$ cat src/rtl/flag_branch_ctrl.sv
// flag_branch_ctrl: architectural N/V/Z flag register, branch resolver,
// program counter sequencer and saturating taken-branch counter for the
// single-cycle core. Two-state FSM (RUN / HALTED); HALTED is sticky until rst.
module flag_branch_ctrl #(
  parameter logic [15:0] RESET_PC = 16'h0000
) (
  input  logic        clk,
  input  logic        rst,
  input  logic [2:0]  FLAG_alu,
  input  logic        flag_we,
  output logic [2:0]  FLAG_q,
  input  logic        pc_en,
  input  logic        is_B,
  input  logic        is_BR,
  input  logic [2:0]  cond,
  input  logic [8:0]  imm9,
  input  logic [15:0] reg_target,
  input  logic        halt,
  output logic [15:0] PC,
  output logic [15:0] PC_plus2,
  output logic        taken,
  output logic        halted,
  output logic [15:0] br_count
);

  typedef enum logic {S_RUN, S_HALTED} state_t;

  state_t      state_q, state_d;
  logic [15:0] pc_q, pc_d;
  logic [2:0]  flags_q, flags_d;
  logic [15:0] cnt_q, cnt_d;

  logic               cond_true;
  logic               active;
  logic signed [15:0] br_off;
  logic [15:0]        br_target;

  // Condition codes are judged against the registered flags only, so a flag
  // write and a branch in the same cycle see the old flags.
  function automatic logic eval_cond(input logic [2:0] c, input logic [2:0] f);
    logic n, v, z;
    n = f[0];
    v = f[1];
    z = f[2];
    case (c)
      3'b000:  eval_cond = ~z;
      3'b001:  eval_cond = z;
      3'b010:  eval_cond = ~z & ~n;
      3'b011:  eval_cond = n;
      3'b100:  eval_cond = z | ~n;
      3'b101:  eval_cond = n | z;
      3'b110:  eval_cond = v;
      default: eval_cond = 1'b1;
    endcase
  endfunction

  // Saturating increment: the counter sticks at all-ones instead of wrapping.
  function automatic logic [15:0] sat_inc(input logic [15:0] x);
    sat_inc = (x == 16'hFFFF) ? x : x + 16'd1;
  endfunction

  // Branch resolution, next-PC selection and next-state logic.
  always_comb begin
    state_d   = state_q;
    pc_d      = pc_q;
    flags_d   = flags_q;
    cnt_d     = cnt_q;
    PC_plus2  = pc_q + 16'd2;
    br_off    = {{6{imm9[8]}}, imm9, 1'b0};
    br_target = PC_plus2 + br_off;
    cond_true = eval_cond(cond, flags_q);
    // halt dominates: the HLT cycle makes no flag write, branch or count.
    active    = pc_en & ~halt & (state_q == S_RUN);
    taken     = (is_B | is_BR) & cond_true & active;

    if (state_q == S_RUN && pc_en) begin
      if (halt) begin
        state_d = S_HALTED;
      end else begin
        if (flag_we) flags_d = FLAG_alu;
        if (taken) begin
          // is_BR wins over is_B on an illegal double decode.
          pc_d  = is_BR ? reg_target : br_target;
          cnt_d = sat_inc(cnt_q);
        end else begin
          pc_d = PC_plus2;
        end
      end
    end
  end

  // State registers; rst restores every register and returns to RUN.
  always_ff @(posedge clk) begin
    if (rst) begin
      state_q <= S_RUN;
      pc_q    <= RESET_PC;
      flags_q <= 3'b000;
      cnt_q   <= 16'h0000;
    end else begin
      state_q <= state_d;
      pc_q    <= pc_d;
      flags_q <= flags_d;
      cnt_q   <= cnt_d;
    end
  end

  assign PC       = pc_q;
  assign FLAG_q   = flags_q;
  assign halted   = (state_q == S_HALTED);
  assign br_count = cnt_q;

endmodule

$ cat config.mk
export PLATFORM = sky130hd
export DESIGN_NAME = flag_branch_ctrl
export DESIGN_NICKNAME = d
export VERILOG_FILES = /design/src/rtl/flag_branch_ctrl.sv
export SDC_FILE = /design/constraint.sdc
export NUM_CORES = 1
export LEC_CHECK = 0
export CORE_AREA = 2 2 78 80
export DETAILED_ROUTE_END_ITERATION = 8
export DIE_AREA = 0 0 80 82
export DONT_BUFFER_PORTS = 1
export SYNTH_ARGS = -nofsm -noshare
export SYNTH_HDL_FRONTEND = slang
export SYNTH_SLANG_ARGS = --single-unit
$ cat constraint.sdc
create_clock -name clk -period 3.7 [get_ports clk]
set_input_delay 0.74 -clock clk [delete_from_list [all_inputs] [get_ports clk]]
set_output_delay 0.74 -clock clk [all_outputs]
set_load 0.01 [all_outputs]
# Yosys cells after proc, flatten, opt, wreduce, memory -nomap -nowiden
# Cells that the tools add are included.
[totals]
out_inout_bits = 53
reg_bits = 36
wordCells = 36
input_bits = 38
[op_classes]
n_mux = 3
n_eq_ne = 7
n_reduce_logical = 6
n_bitwise = 13
n_addsub = 3
[op_table]
columns = ["cell", "count"]
rows = [
  ["$mux 16", 2],
  ["$add 16x1->16 const B", 1],
  ["$add 16x16->16", 1],
  ["$add 16x2->16 const B", 1],
  ["$eq 16x16->1 const B", 1],
  ["$eq 3x3->1 const B", 3],
  ["$pmux 1 s7", 1],
  ["$eq 3x2->1 const B", 2],
  ["$and 1x1->1", 5],
  ["$not 1->1", 5],
  ["$reduce_and 2->1", 2],
  ["$reduce_and 4->1", 1],
  ["$eq 3x1->1 const B", 1],
  ["$logic_not 3->1", 1],
  ["$or 1x1->1", 3],
  ["$reduce_and 3->1", 1],
  ["$logic_and 1x1->1", 1],
]

# Depth between registers and ports, before layout
[logic_depth]
word_depth = 6
mapped_depth = 14
ltp_nobuf = 14

# Least setup slack after synthesis
# No wires, ideal clock.
[synth_timing]
path_kind = "flip-flop to flip-flop"
startpoint = "register pc_q[1] (netlist: PC[1])"
endpoint = "register pc_q[12] (netlist: PC[12])"
setup_time_ps = 101
synth_period_minus_slack_ps = 2988
stages_incl_launch_ff = 13
arrival_ps = 2887
path_buffers = 0
required_time_ps = 3599
path_slack_ps = 712
cell_sequence = "dfxtp_1 > ha_1 > nand3_2 > nor2_1 > nand3_1 > nor2_1 > xor2_1 > ha_1 > a21oi_1 > o21ai_0 > o21a_1 > o31a_1 > o41ai_1"
[synth_between]
elab_chain_len = 4
[synth_lines]
columns = ["element", "line_no", "source"]
rows = [
  ["start, declared", "29", "logic [15:0] pc_q, pc_d;"],
  ["start signal, assigned", "101", "pc_q <= pc_d;"],
  ["$add 16x2->16", "68", "PC_plus2 = pc_q + 16'd2;"],
  ["net PC_plus2[11]", "20", "output logic [15:0] PC_plus2,"],
  ["$add 16x16->16", "70", "br_target = PC_plus2 + br_off;"],
  ["$mux 16", "83", "pc_d = is_BR ? reg_target : br_target;"],
  ["$mux 16", "81", "if (taken) begin"],
]
# The timed path passes the listed nets, and every way through them passes these cells.
# A chain may end at the register's enable or synchronous reset.

# Worst setup path after layout
[layout_timing]
startpoint = "register pc_q[1] (netlist: PC[1])"
endpoint = "register pc_q[12] (netlist: PC[12])"
[layout_between]
elab_chain_len = 4
[layout_lines]
columns = ["element", "line_no"]
rows = [
  ["$add 16x2->16 (*)", "68"],
  ["$add 16x16->16", "70"],
  ["$mux 16", "83"],
  ["$mux 16 (*)", "81"],
]
# Every way passes the cells marked *; elsewhere a longest branch is shown, timed or not.

==> impl_metrics.py <==
metrics = {
    "synth": {
        "synth_area_mm2": 0.002769,
        "ys_warn_count": 0,
        "synth_fp_nets": 429,
        "synthArstFlopShare": 0,
        "yosys-top-cells-area": "dfxtp_1, ha_1, nand2_1, xnor2_1, a21oi_1",
        "synth_top_area_cell": "dfxtp_1",
        "synth_cell_type_count": 51,
        "synth_top_cell_area_share": 0.2603,
        "syn_area_per_cell_um2": 7.463,
        "seq_area_frac_synth": 0.2603,
        "synthTopCellsByCount": "nand2_1, nor2_1, dfxtp_1",
        "synthFlopType": "dfxtp_1",
        "ys_seq_elements": 36,
        "yosysMostFrequentCell": "nand2_1",
        "synth_edf_count": 0,
        "synthCells": 371,
    },
    "clock_network": {
        "clk_pin_slew_ps": 80,
        "cts_buffers": 5,
        "cts_root_buffer": "clkbuf_8",
        "cts_tree": "done",
        "cts_setup_buffers": 0,
        "cts_hold_buf": 0,
        "cts.sinks": 36,
        "postCtsResizedCells": 0,
        "worstSkewPairLatency_ps": 280,
        "clock_path_buffers": 2,
        "cts_max_level": 2,
    },
    "sta": {
        "worst_pin_slew_ps": 602.2,
        "fin_hold_ws_ps": 516.2,
        "rsz0062_at_grt": "no",
        "fin_worst_skew_ps": 7.434,
        "finalSetupViolations": 0,
        "drv_slew": 0,
        "setup_tns_ps": 0,
        "hold_viol": 0,
        "fin_crit_sh": 0.9013,
        "finalCriticalPeriod_ps": 3335,
        "max_slew_margin": 0.5981,
        "max_freq_ghz": 0.2999,
    },
    "place": {
        "numPlacedInstances": 436,
        "detailed_place_hpwl_um": 5752,
        "port-buffer-count": 0,
        "globalplace.congestion": 0.8919,
    },
    "run": {
        "drv_cap": 0,
    },
    "floorplanning": {
        "die-area_mm2": 0.006560,
        "core_mm2": 0.005746,
        "die-height_um": 82,
        "start_util": 0.4819,
        "pin_count": 91,
        "rows": 28,
        "fp.dieW_um": 80,
    },
    "worst_setup_path": {
        "cp_max_fo": 6,
        "arrival_ps": 3520,
        "critPathKind": "reg2reg",
        "cp.required_ps": 3880,
        "critPathCaptureType": "register",
        "cp-start-kind": "register",
    },
    "global_route": {
        "grt-ovfl-total": 0,
        "grt_pass1_wl_um": 11910,
        "grt_pass1_vias": 2389,
        "grtUsageTotal": 0.2339,
        "grt_start_max_net_pins": 37,
        "antenna_found_initial": 0,
    },
    "final_layout": {
        "finalNonFillerCells": 444,
        "fillers": 590,
        "syn2layout_area_growth_pct": 6.191,
        "utilization": 0.5118,
        "nNetsFinal": 426,
        "drive_gt1_frac": 0.05691,
        "n_antenna_cell": 0,
    },
    "power_and_ir_drop": {
        "irDropWorstVdd_uv": 215.4,
        "powerDensity_mw_per_mm2": 304.3,
        "leakage_uw": 0.001127,
    },
    "drt": {
        "vias": 2666,
        "ant_nets": 0,
        "drt-wirelength-per-cell_um": 17.25,
        "viasPerCell": 6.005,
        "finalWirelength_um": 7658,
        "drt_iter0_drc": 128,
        "drc_errors": 0,
        "first_pass_iters": 4,
    },
    "run_status": {
        "status": "completed",
    },
    "hold_path": {
        "min_path_type": "in2reg",
    },
}
sequential cells by signal (all words and copies together) (netlist names):
signal and cells:
PC 16, br_count 16, FLAG_q 3, halted 1
through the flow:
step / instance area, µm² / setup WS, ps / total power (µW)
floorplan: 2769 / 712.4 / 576.1
global placement: 2846 / 472.8 / 605.5
detailed placement: 2846 / 440.0 / 608.5
CTS: 2940 / 411.9 / 903.4
global route: 2940 / 123.0 / 948.1
finish: 2940 / 365.1 / 894.9
per-layer routing:
layer | share of wire | GRT usage
met2 | 0.46 | 0.3875
met4 | 0.0055 | 0.03559
met3 | 0.072 | 0.06703
met1 | 0.46 | 0.3091
met5 | 0 | 0
logic make-up after synthesis:
family | after synthesis | share of synthesized area
buf+inv | 30 | 0.04383
mux | 2 | 0.007230
xor+xnor | 37 | 0.1197
compound gates | 95 | 0.2155
fa+ha+maj | 20 | 0.09309
simple gates | 151 | 0.2603
flops | 36 | 0.2603
final cells by class:
cell class | count | area, µm² | share of cell area
clock buffer | 7 | 86.33 | 0.02936
clock inverter | 1 | 7.507 | 0.002553
inverter | 12 | 45.04 | 0.01532
multi-input combinational | 305 | 1927 | 0.6553
sequential | 36 | 720.7 | 0.2451
tap | 75 | 93.84 | 0.03191
timing repair buffer | 8 | 60.06 | 0.02043
worst paths after layout:
check,start,end,slack (ps),cells past startpoint
setup / recovery,PC[1],PC[12],370,12
hold / removal,rst,br_count[14],520,1
hold reg to reg,FLAG_q[1],FLAG_q[1],520,2
setup reg to reg,PC[1],PC[12],370,12
worst max-delay path, cell delays in order, from the launching register on:
cell	delay (ps)
dfxtp_1	460
ha_1	280
nand3_2	180
nor2_1	260
nand3_1	180
nor2_1	240
xor2_1	270
ha_1	310
a21oi_1	140
o21ai_0	130
o21a_1	200
o31a_1	270
o41ai_1	290
report_power, final:
part	leakage, µW	switching, µW	internal, µW
sequential	0.000292	26.7	399
combinational	0.000791	105	69.5
clock	0.0000445	143	151
placed cells by master, fill, tap and decap left out, drive strengths merged, types with 2 or more instances in the layout:
cell / count
mux2i: 2
inv: 11
a21oi: 31
or4: 2
buf: 8
a21o: 4
nand2b: 3
ha: 19
o21ai: 24
xor2: 18
nor2: 38
o211ai: 7
dfxtp: 36
nand3: 19
nand4: 12
o21a: 2
nor3: 12
nor3b: 2
o221a: 2
nand2: 47
a22oi: 2
o31ai: 2
nor2b: 4
nor4: 7
and3: 2
a211oi: 2
xnor2: 19
a31oi: 7
clkbuf: 7
Power figures use the tool's default switching activity.
